$ cat src/rtl/masked_output_capture.sv
// Purpose: capture a masked gadget's output shares, XOR-recombine them, check against the golden bit, count glitches.
// Latency: start accepted at edge t0 -> valid_out high for one cycle after edge t0+SETTLE_CYCLES+2.
// Backpressure: none; start is only accepted in IDLE, and a start seen while busy is dropped (not queued).
module masked_output_capture #(
  parameter int OUT_SIZE      = 2,
  parameter int SETTLE_CYCLES = 4,
  parameter int CNT_W         = 16,
  parameter int TGL_W         = 8
) (
  input  logic                clk,
  input  logic                rst,
  input  logic                start,
  input  logic                expected,
  input  logic [OUT_SIZE-1:0] shares,
  output logic                busy,
  output logic                valid_out,
  output logic                unmasked,
  output logic                match,
  output logic [TGL_W-1:0]    toggle_count,
  output logic [CNT_W-1:0]    trace_count,
  output logic [CNT_W-1:0]    error_count
);

  // Settle counter only needs to reach SETTLE_CYCLES-1.
  localparam int SC_W = (SETTLE_CYCLES > 1) ? $clog2(SETTLE_CYCLES) : 1;
  localparam logic [SC_W-1:0] SC_LAST = SC_W'(SETTLE_CYCLES - 1);

  typedef enum logic [1:0] {
    IDLE   = 2'd0,
    SETTLE = 2'd1,
    SAMPLE = 2'd2,
    CHECK  = 2'd3
  } state_t;

  state_t              state_q, state_d;
  logic                exp_q, exp_d;
  logic [SC_W-1:0]     cnt_q, cnt_d;
  logic [OUT_SIZE-1:0] prev_q, prev_d;
  logic [OUT_SIZE-1:0] sample_q, sample_d;
  logic [TGL_W-1:0]    toggle_q, toggle_d;
  logic                unmasked_q, unmasked_d;
  logic                match_q, match_d;
  logic                valid_q, valid_d;
  logic [CNT_W-1:0]    trace_q, trace_d;
  logic [CNT_W-1:0]    error_q, error_d;
  logic                recombined;

  // Unmasked bit is the XOR of every captured share.
  assign recombined = ^sample_q;

  // Next-state and datapath updates for the trace FSM.
  always_comb begin
    state_d    = state_q;
    exp_d      = exp_q;
    cnt_d      = cnt_q;
    prev_d     = prev_q;
    sample_d   = sample_q;
    toggle_d   = toggle_q;
    unmasked_d = unmasked_q;
    match_d    = match_q;
    valid_d    = 1'b0;
    trace_d    = trace_q;
    error_d    = error_q;
    case (state_q)
      IDLE: begin
        if (start) begin
          state_d  = SETTLE;
          exp_d    = expected;
          cnt_d    = '0;
          prev_d   = shares;
          toggle_d = '0;
        end
      end
      SETTLE: begin
        cnt_d  = cnt_q + SC_W'(1);
        prev_d = shares;
        // Glitch activity: any share change between consecutive settle edges, saturating.
        if ((shares != prev_q) && (toggle_q != {TGL_W{1'b1}})) begin
          toggle_d = toggle_q + TGL_W'(1);
        end
        if (cnt_q == SC_LAST) begin
          state_d = SAMPLE;
        end
      end
      SAMPLE: begin
        sample_d = shares;
        state_d  = CHECK;
      end
      CHECK: begin
        unmasked_d = recombined;
        match_d    = (recombined == exp_q);
        valid_d    = 1'b1;
        trace_d    = trace_q + CNT_W'(1);
        if ((recombined != exp_q) && (error_q != {CNT_W{1'b1}})) begin
          error_d = error_q + CNT_W'(1);
        end
        state_d = IDLE;
      end
      default: state_d = IDLE;
    endcase
  end

  // State and datapath registers; reset aborts any trace in flight.
  always_ff @(posedge clk or posedge rst) begin
    if (rst) begin
      state_q    <= IDLE;
      exp_q      <= 1'b0;
      cnt_q      <= '0;
      prev_q     <= '0;
      sample_q   <= '0;
      toggle_q   <= '0;
      unmasked_q <= 1'b0;
      match_q    <= 1'b0;
      valid_q    <= 1'b0;
      trace_q    <= '0;
      error_q    <= '0;
    end else begin
      state_q    <= state_d;
      exp_q      <= exp_d;
      cnt_q      <= cnt_d;
      prev_q     <= prev_d;
      sample_q   <= sample_d;
      toggle_q   <= toggle_d;
      unmasked_q <= unmasked_d;
      match_q    <= match_d;
      valid_q    <= valid_d;
      trace_q    <= trace_d;
      error_q    <= error_d;
    end
  end

  assign busy         = (state_q != IDLE);
  assign valid_out    = valid_q;
  assign unmasked     = unmasked_q;
  assign match        = match_q;
  assign toggle_count = toggle_q;
  assign trace_count  = trace_q;
  assign error_count  = error_q;

endmodule

$ cat config.mk
export PLATFORM = sky130hd
export DESIGN_NAME = masked_output_capture
export DESIGN_NICKNAME = d
export VERILOG_FILES = /design/src/rtl/masked_output_capture.sv
export SDC_FILE = /design/constraint.sdc
export NUM_CORES = 1
export LEC_CHECK = 0
export BUFFER_PORTS_ARGS = -buffer_cell sky130_fd_sc_hd__buf_2
export CORE_ASPECT_RATIO = 0.7
export CORE_MARGIN = 2
export CORE_UTILIZATION = 55
export DETAILED_ROUTE_END_ITERATION = 7
export PLACE_DENSITY = 0.77
export SLEW_MARGIN = 0
export SYNTH_ARGS = -nofsm -noshare
export SYNTH_HDL_FRONTEND = slang
export SYNTH_SLANG_ARGS = --single-unit
$ cat constraint.sdc
create_clock -name clk -period 1.95 [get_ports clk]
set_input_delay 0.39 -clock clk [delete_from_list [all_inputs] [get_ports clk]]
set_output_delay 0.39 -clock clk [all_outputs]
set_load 0.02 [all_outputs]
# After elaboration in Yosys (flattened, before gate mapping)
# Cells that the tools add are included.
[totals] regBits=52 input_bits=6 out_inout_bits=44 wordCells=49
[classes] n_addsub=4 eq_ne=12 n_mux=11 reduce_logical=11
[ops] cell="16-bit by 1-bit adder with 16-bit output (second input constant)" n=2
[ops] cell="8-bit two-way mux" n=2
[ops] cell="16-bit != test (second input constant)" n=1
[ops] cell="8-bit one-hot mux with 2 select lines" n=1
[ops] cell="8-bit by 1-bit adder with 8-bit output (second input constant)" n=1
[ops] cell="2-bit two-way mux" n=4
[ops] cell="8-bit != test (second input constant)" n=1
[ops] cell="2-bit one-hot mux with 2 select lines" n=2
[ops] cell="2-bit one-hot mux with 4 select lines" n=1
[ops] cell="2-bit AND reduction" n=4
[ops] cell="2-bit equality test (second input constant)" n=3
[ops] cell="2-bit != test (second input constant)" n=3
[ops] cell="2-bit nonzero test" n=2
[ops] cell="3-bit AND reduction" n=1
[ops] cell="2-bit by 1-bit adder with 2-bit output (second input constant)" n=1
[ops] cell="2-bit by 1-bit equality test with 1-bit output (second input constant)" n=1
[ops] cell="1-bit logical AND" n=2
[ops] cell="2-bit zero test" n=1
[ops] cell="2-bit != test" n=1
[ops] cell="2-bit parity" n=1
[ops] cell="1-bit equality test" n=1
[ops] cell="1-bit two-way mux" n=1
[ops] cell="1-bit != test" n=1

# Depth between registers and ports, before layout
# Gate-level depths: netlist of the first run.
[logic_depth] depth_word=4 mapped_depth=8

# Worst setup path before layout of the first run
# OpenSTA, ideal clock, no wires.
[synth_path] path_kind="register to register" startpoint="reg error_q[0] (netlist: error_count[0])" endpoint="reg error_q[10] (netlist: error_count[10])" setup_ns=0.080 arrival_ns=1.724 t_required_ns=1.870 path_slack_ns=0.146 path_stages_with_launch=6 n_path_buf=0 period_less_slack_ns=1.804 cell_sequence="dfrtp_1 -> ha_1 -> nand3_1 -> nor3_4 -> nor4b_1 -> xor2_1"
[synth_between] elab_chain_cells=3 elab_cells_between_ends=4 cone_classes="add/sub: 1; eq/ne: 1; reduce/logical: 2"
[synth_lines] element="start, declared" line="45" text="logic [CNT_W-1:0] error_q, error_d;"
[synth_lines] element="start signal, assigned" line="128" text="error_q <= error_d;"
[synth_lines] element="parallel branches: the longest is 3 deep, another holds 16-bit by 1-bit adder with 16-bit output"
# Parallel ways; which one is timed is not known.
# A chain may end at the register's enable or synchronous reset.

# Worst setup path in the final report of the first run
[layout_path] startpoint="reg state_q[1]" endpoint="reg error_q[1] (netlist: error_count[1])"
[layout_between] elab_chain_cells=2
[layout_lines] element="start, declared" line="35" text="state_t state_q, state_d;"
[layout_lines] element="start signal, assigned" line="118" text="state_q <= state_d;"
[layout_lines] element="2-bit equality test" line="64" text="case (state_q)"
[layout_lines] element="2-bit AND reduction (no source line)"
# No other way between the ends.

==> impl.org, run 1 <==
** Layout
- Post-route core utilization :: 66.4%
- Diodes inserted :: 0
- With fillers left out, the area of the finished cells amounts to 3120 µm².
- In the final layout, the share of cells above drive strength 1 is 26.5%.
- Compared with the post-synthesis result, the final layout area differs by 18.6%.
- After the last flow step, the layout net total stands at 323.

** GRT
- Initial antenna violation count :: 0
- Vias in the first global route :: 1725
- The first global-routing pass estimated 8240 µm of wire.
- Pin count of the biggest net entering global routing :: 53
- Total GRT Usage :: 20.2%
- After global routing the overflow that remains totals 0.

** Worst setup path
- Cells on worst reg2reg path :: 5
- Worst path arrival time :: 2.03 ns
- Worst setup EP type :: flip-flop
- Along the worst path, the maximum fanout reaches 16.
- Critical Setup Path Class :: flip-flop to flip-flop
- The worst setup path is launched from a flip-flop.
- Worst reg2reg path startpoint :: state_q[1]$_DFFE_PP0P_
- At the worst endpoint, the required time is 2.15 ns.
- Slack of the worst reg-to-reg path :: 0.12 ns
- Reg-to-reg endpoint :: error_count[1]$_DFFE_PP0P_

** Route
- Detail-routed via count per cell :: 5.54
- After detailed routing, the average wire length per cell comes to 14.1 µm.
- In the routed design, unresolved DRC markers number 0.
- Number of iterations in the first detailed-routing pass :: 4
- The routed design has 5180 µm of wire.
- The routed layout has 2027 vias.
- The detailed router finished its first iteration with 88 violations.
- Remaining antenna violation count :: 0

** STA
- Worst slew margin relative to its limit :: 70.4%
- The final max-slew violation count is 0.
- Minimum clock period after layout :: 1.83 ns
- Setup repair after global routing missed its margin :: no
- In the finished design, the share of the clock period the worst path needs comes to 93.8%.
- Hold timing on the final database bottoms out at a slack of 0.113 ns.
- Slew of the pin with the lowest slew margin :: 0.443 ns
- Number of endpoints with negative hold slack in the final report :: 0
- Setup total negative slack on the finished layout was measured at 0 ns.
- Fmax :: 547 MHz
- Final count of negative-setup-slack endpoints :: 0
- Clk_skew :: 0.00404 ns
- Worst Slack Setup Final :: 0.121 ns

** Synth
- Number of register bits inferred by synthesis :: 52
- Cells after Synth :: 247
- Synth top area share :: 49.4%
- Post-synth EDFFs :: 0
- By area the synthesized netlist is led by sky130_fd_sc_hd__dfrtp_1 49%, sky130_fd_sc_hd__xor2_1 6.7%, sky130_fd_sc_hd__xnor2_1 4.3%.
- Ranking of synthesized cells by instance count :: 52 x sky130_fd_sc_hd__dfrtp_1, 25 x sky130_fd_sc_hd__nand2_1, 20 x sky130_fd_sc_hd__xor2_1
- Cell taking the most area after synthesis :: sky130_fd_sc_hd__dfrtp_1
- sky130_fd_sc_hd__dfrtp_1 is the most common cell in the netlist.
- After synthesis, the mean cell area works out to 10.7 µm².
- For this run, the leading register cell type out of synthesis is sky130_fd_sc_hd__dfrtp_1.
- Library cells used by synthesis :: 45
- In this run the cell area of the synthesized design comes to 2630 µm².
- Total of warnings raised by yosys :: 0
- Post-synthesis net count :: 262
- Sequential cells were found to cover 49.4% of the synthesized design area.
- In the synthesized netlist the async set-or-reset flop fraction comes to 100%.

** CTS
- For the worst-skew pair, the clock arrives at the later sink with an insertion delay of 0.30 ns.
- Clock-pin slew reported for the worst setup and hold paths after clock tree synthesis :: 0.09 ns
- Buffers inserted during clock tree synthesis total 5.
- TritonCTS built the clock tree.
- The H-tree was split into 2 levels.
- No sink is reached through more buffers than the 2 on the longest clock path.
- The tree is rooted in a sky130_fd_sc_hd__clkbuf_8.
- Postcts setup bufs :: 0
- For this design, the sink count on the clock tree is 52.

** Pwr
- The analysis attributes to cell leakage a power of 1.57 nW.
- Int Pwr :: 2.30 mW
- Switching fraction of total power :: 40.3%
- Flop pwr share :: 41.3%
- The share of total power dissipated in the clock network is 16.4%.
- For this design the total switching power over the nets is 1.55 mW.
- For this design the ratio of total power to cell area is 1240 nW/µm².
- Combinational logic is responsible for 42.3% of the overall power.
- IR analysis of the VDD net gives a maximum drop of 801 µV.

** Outcome
- The run finished with clean final reports.

** Place
- Routability Congestion :: 0.812
- The placed instances occupy a cell area of 3010 µm².
- Buffers placed on the I/O ports in this run total 49.
- Detailed placement finished with a half-perimeter wire length of 3720 µm.
- Timing analysis after detailed placement gives a worst setup slack of 0.0768 ns.

** Hold path
- The tightest min-delay check is of the primary input to async pin type.

** Floorplanning
- The core region is 4700 µm².
- The floorplan has 21 rows.
- Y dimension of the die :: 61.9 µm
- Once the floorplan was initialized, standard cells occupied 56.0% of the core.
- The die covers 5360 µm².
- 50 I/O pins were placed.
- The floorplan step set the die width to 86.7 µm.

** Run
- Max-cap check violation count :: 0
==> critical path, cell delays in order, from the launching register on <==
cell and delay [ns]:
sky130_fd_sc_hd__dfrtp_1 0.40, sky130_fd_sc_hd__ha_2 0.28, sky130_fd_sc_hd__nand2b_1 0.07, sky130_fd_sc_hd__mux2_4 0.37
sky130_fd_sc_hd__a21oi_1 0.23, sky130_fd_sc_hd__mux2_2 0.36
==> layer usage <==
metal	track usage (%)	up-vias	wire, µm
met4	6.03	0	44
met1	30.0	963	2720
met3	6.47	4	214
met5	0	-	0
met2	28.5	42	2190
li1	-	1018	-
==> what timing repair did <==
action	4_1_cts	5_1_grt
hold buffers	0	0
setup endpoints to repair	0	3
resized for setup	0	4
==> state kept, by name, summed over array words and instances, names as in the netlist, 2 cells and up <==
| name | flops |
|---|---|
| state_q | 2 |
| trace_count | 16 |
| toggle_count | 8 |
| sample_q | 2 |
| error_count | 16 |
| cnt_q | 2 |
| prev_q | 2 |
==> power by group through the flow <==
stage | Clock, mW | Combinational (mW) | Sequential (mW)
2_1_floorplan | 0 | 0.939 | 1.76
3_3_place_gp | 0 | 1.58 | 1.60
3_5_place_dp | 0 | 1.62 | 1.61
4_1_cts | 0.650 | 1.63 | 1.59
5_1_grt | 0.700 | 1.80 | 1.63
6_report | 0.632 | 1.63 | 1.59
==> final cells by class <==
class | count | area, µm²
Multi-Input combinational cell | 178 | 1270
Sequential cell | 52 | 1300
Fill cell | 401 | 1580
Clock buffer | 8 | 90.1
Inverter | 10 | 37.5
Timing Repair Buffer | 61 | 348
Tap cell | 57 | 71.3
==> cells by family after synthesis <==
logic type | after synthesis | synth area share, %
and+or+nand+nor | 91 | 18.8
xor gates and xnor gates | 33 | 11.0
DFF | 52 | 49.4
adders and majority gates | 9 | 4.28
AOI/OAI and AO/OA | 36 | 9.79
buffers and inverters | 17 | 2.90
muxes | 9 | 3.85
==> cells in the final DEF, fill, tap and decap left out, types with 2 or more instances in the layout <==
cell type	instances
sky130_fd_sc_hd__and4_1	3
sky130_fd_sc_hd__and3_1	4
sky130_fd_sc_hd__nor4b_2	2
sky130_fd_sc_hd__nor4_1	3
sky130_fd_sc_hd__a211oi_1	6
sky130_fd_sc_hd__or3_1	2
sky130_fd_sc_hd__nand4_1	8
sky130_fd_sc_hd__dfrtp_1	52
sky130_fd_sc_hd__mux2_2	5
sky130_fd_sc_hd__nor3_1	5
sky130_fd_sc_hd__nand2_1	25
sky130_fd_sc_hd__o22ai_1	2
sky130_fd_sc_hd__o21ai_0	7
sky130_fd_sc_hd__buf_2	49
sky130_fd_sc_hd__a21oi_1	6
sky130_fd_sc_hd__nand2b_1	3
sky130_fd_sc_hd__mux2i_1	3
sky130_fd_sc_hd__xnor2_1	13
sky130_fd_sc_hd__clkbuf_8	6
sky130_fd_sc_hd__nand3_1	18
sky130_fd_sc_hd__nor2_1	8
sky130_fd_sc_hd__o31ai_1	2
sky130_fd_sc_hd__inv_1	8
sky130_fd_sc_hd__xor2_1	20
sky130_fd_sc_hd__a2111oi_2	2
sky130_fd_sc_hd__clkbuf_1	2
sky130_fd_sc_hd__buf_4	11
sky130_fd_sc_hd__ha_1	8
sky130_fd_sc_hd__nor3b_1	2
sky130_fd_sc_hd__o21a_1	3
==> how the worst max path moves through the flow <==
stage                     slack [ns]                          end                  startpoint
after floorplan                 0.15  error_count[10]$_DFFE_PP0P_  error_count[0]$_DFFE_PP0P_
after global placement          0.17   error_count[1]$_DFFE_PP0P_      state_q[0]$_DFFE_PP0P_
after detailed placement        0.08   error_count[1]$_DFFE_PP0P_      state_q[0]$_DFFE_PP0P_
after CTS                       0.07   error_count[1]$_DFFE_PP0P_      state_q[1]$_DFFE_PP0P_
after global routing            0.01  toggle_count[1]$_DFFE_PP0P_      state_q[1]$_DFFE_PP0P_
final                           0.12   error_count[1]$_DFFE_PP0P_      state_q[1]$_DFFE_PP0P_
==> metrics by stage <==
step,power [mW],cells
after global placement,3.18,358
after global routing,4.14,366
after floorplan,2.70,247
after detailed placement,3.23,358
after CTS,3.87,366
final,3.86,366
(Power assumes the default switching activity.)
==> inputs of run 2 (changes only) <==
--- a/config.mk
+++ b/config.mk
@@ -10,7 +10,9 @@
 export CORE_MARGIN = 2
 export CORE_UTILIZATION = 55
 export DETAILED_ROUTE_END_ITERATION = 7
+export GPL_TIMING_DRIVEN = 0
 export PLACE_DENSITY = 0.77
+export REMOVE_ABC_BUFFERS = 1
 export SLEW_MARGIN = 0
 export SYNTH_ARGS = -nofsm -noshare
 export SYNTH_HDL_FRONTEND = slang
==> run 2 against run 1 <==
Effect of this change:
- final cell count shrank 2.2%
- clock power grew 1%
- clock-buffer cell count shrank 1
- final area shrank 0.44%
- critical endpoint is now toggle_count[5]$_DFFE_PP0P_
- flip-flop and latch count is the same
- highest routed layer unchanged
- die area is the same
- hold slack lost 0.064 ns
- critical path type unchanged
- largest cell class is now multi-input combinational cells
==> impl.org, run 2 (same netlist as run 1, synthesis figures left out) <==
** Worst setup path
- Worst setup startpoint :: state_q[1]$_DFFE_PP0P_
- The worst register-to-register path ends at toggle_count[5]$_DFFE_PP0P_.
- The setup slack on the worst flop-to-flop path was 0.07 ns (-0.05 ns).
- By startpoint and endpoint, the worst setup path is classified as flip-flop to flip-flop.
- The length in cells of the worst reg-to-reg path is 6 (+1).
- The worst register-to-register path begins at state_q[1]$_DFFE_PP0P_.
- The critical path ends at toggle_count[5]$_DFFE_PP0P_.
- The signal arrival time at the worst endpoint is 2.13 ns (+0.10 ns).
- Worst setup EP type :: flip-flop
- Max FO, Critical Path :: 13 (-3)
- The worst setup path is launched from a flip-flop.
- The required time at the worst-slack endpoint came to 2.20 ns (+0.05 ns).

** Floorplanning
- Floorplan row count :: 21 (unchanged)
- Number of top-level design ports :: 50 (unchanged)
- Die ar. :: 5360 µm² (unchanged)
- Y dimension of the die :: 61.9 µm (unchanged)
- The placeable core region was 4700 µm² (unchanged).
- The starting utilization of the core area is 56.0% (unchanged).
- The die boundary width was 86.7 µm (unchanged).

** Pwr
- Maximum vdd drop :: 673 µV (-16%)
- Cell area power density :: 1230 nW/µm² (-0.10%)
- Leakage component of the power :: 1.53 nW (-2.4%)

** Route
- Number of iterations in the first detailed-routing pass :: 4 (unchanged)
- Remaining antenna violation count :: 0 (unchanged)
- Average detailed-routed wire length per instance :: 14.6 µm (+3.0%)
- Detail-routed via count per cell :: 5.64 (+1.9%)
- The number of design rule violations left after detail routing came to 0 (unchanged).
- Via count :: 2020 (-0.35%)
- Total length of routed wires :: 5220 µm (+0.77%)
- The violation count after the first detailed-route iteration came to 115 (+31%).

** STA
- The final max-slew violation count is 0 (unchanged).
- The final setup violation count is 0 (unchanged).
- The post-route worst hold slack came to 0.0492 ns (-0.0640 ns).
- The transition at the pin with the smallest max-transition slack is 0.567 ns (+0.124 ns).
- The clock period minus final worst setup slack was 1.88 ns (+0.0538 ns).
- Clk_skew :: 0.00610 ns (+0.00206 ns)
- Setup repair after global routing could not meet its margin everywhere.
- Final worst-path cycle share :: 96.5% (+2.8 points)
- Worst slew margin relative to its limit :: 62.2% (-8.3 points)
- The count of final hold-check violations is 0 (unchanged).
- Fmax :: 531 MHz (-2.9%)

** CTS
- The number of buffers inserted for hold repair after clock tree synthesis is 0 (unchanged).
- The clock transition time at the flip-flop clock pins of the worst setup and hold paths is 0.09 ns (about the same).
- Clock tree from TritonCTS :: done
- The buffer depth of the longest clock path is 2 (unchanged).
- The insertion delay of the later-clocked pin in the worst-skew pair is 0.31 ns (about the same).
- The tree is rooted in a sky130_fd_sc_hd__clkbuf_8.
- The clock sink count is 52 (unchanged).
- The number of buffers created by CTS is 5 (unchanged).
- The count of H-tree levels built during CTS is 2 (unchanged).

** Layout
- Final instance area :: 3110 µm² (-0.44%)
- Layout filler cell count :: 389 (-3.0%)
- Leaving out fill and tap cells, the most frequent cell in the layout is sky130_fd_sc_hd__dfrtp_1.
- Area taken by multi-input logic gates :: 1320 µm² (+3.1%)
- The share of layout cells above drive strength 1 was 26.9% (+0.37 points).
- The sequential standard cell area came to 1300 µm² (about the same).
- From synthesis to final layout, the design area changed by 18.1%.
- The library cells used most frequently in the layout, excluding fill and tap cells, are 51 x sky130_fd_sc_hd__dfrtp_1, 49 x sky130_fd_sc_hd__buf_2, 25 x sky130_fd_sc_hd__nand2_1.
- Diodes inserted :: 0 (unchanged)
- The final net count is 315 (-2.5%).

** GRT
- Global-route wire length before repair :: 8640 µm (+4.9%)
- The pin count of the biggest net entering global routing was 37 (-30%).
- The all-layer global routing usage was 20.9% (+0.67 points).
- Vias in the first global route :: 1798 (+4.2%)
- The initial antenna violation count came to 0 (unchanged).
- The final global-route overflow total is 0 (unchanged).

** Outcome
- Status :: finished, final reports clean

** Hold path
- Class of the tightest hold or removal check :: primary input to async pin

** Place
- The half-perimeter wire length of the detailed placement result was 3780 µm (+1.7%).
- The number of input and output port buffers inserted is 49 (unchanged).
- The post-detailed-placement cell area came to 2930 µm² (-2.7%).
- Routability Congestion :: 0.796 (-2.1%)

** Run
- The max capacitance violation total was 0 (unchanged).
==> run 2: per-stage QoR <==
stage / setup TNS, ns / utilization [%] / cells / total power, mW / setup WS, ns
3_3_place_gp: -21.26 / 61.9 / 346 / 3.02 / -0.390
3_5_place_dp: -1.88 / 62.3 / 347 / 3.10 / -0.314
4_1_cts: -0.00380 / 65.1 / 357 / 3.79 / -0.00380
6_report: 0 / 66.1 / 358 / 3.84 / 0.0677
2_1_floorplan: 0 / - / 240 / 2.65 / 0.0715
5_1_grt: -0.0904 / 66.1 / 358 / 4.14 / -0.0407
==> run 2: power breakdown <==
group | leakage (nW) | total (mW) | switching, mW | internal, mW
Sequential | 0.685 | 1.61 | 0.272 | 1.34
Clock | 0.0445 | 0.639 | 0.350 | 0.289
Combinational | 0.800 | 1.59 | 0.953 | 0.636
Total | 1.53 | 3.84 | 1.58 | 2.26
==> run 2: repair_timing <==
action | CTS | global route
pin swaps | 1 | 1
gates cloned | 0 | 0
resized for setup | 6 | 7
endpoints found under the setup margin | 14 | 12
buffers inserted | 2 | 1
==> run 2: worst min-delay path by stage <==
| stage | start | to |
|---|---|---|
| after floorplan | prev_q[1]$_DFFE_PP0P_ | prev_q[1]$_DFFE_PP0P_ |
| after global placement | trace_count[15]$_DFFE_PP0P_ | trace_count[15]$_DFFE_PP0P_ |
| after detailed placement | rst | error_count[7]$_DFFE_PP0P_ |
| after CTS | rst | error_count[3]$_DFFE_PP0P_ |
| after global routing | rst | error_count[12]$_DFFE_PP0P_ |
| final | rst | error_count[12]$_DFFE_PP0P_ |
==> run 2: worst max-delay path, cell delays in order, from the launching register on <==
cell and delay (ns):
sky130_fd_sc_hd__dfrtp_1 0.44, sky130_fd_sc_hd__inv_1 0.18, sky130_fd_sc_hd__ha_2 0.33, sky130_fd_sc_hd__mux2i_4 0.17, sky130_fd_sc_hd__or3_1 0.32, sky130_fd_sc_hd__or3_1 0.30, sky130_fd_sc_hd__nand3_1 0.08
==> run 2: area by class of cell <==
type / count / share of cell area, %
timing repair buffer: 53 / 9.26
multi-input combinational: 178 / 42.3
clock buffer: 7 / 2.78
sequential: 52 / 41.9
clock inverter: 1 / 0.241
tap: 57 / 2.29
inverter: 10 / 1.25
==> run 2: metal layers <==
metal / part of all wire, % / track usage [%] / vias up / wire (µm)
met2: 45 / 31.4 / 45 / 2320
met1: 49 / 30.7 / 977 / 2580
met4: 1.2 / 6.03 / 0 / 61
met3: 4.8 / 4.89 / 9 / 252
met5: 0 / 0 / - / 0
li1: - / - / 989 / -
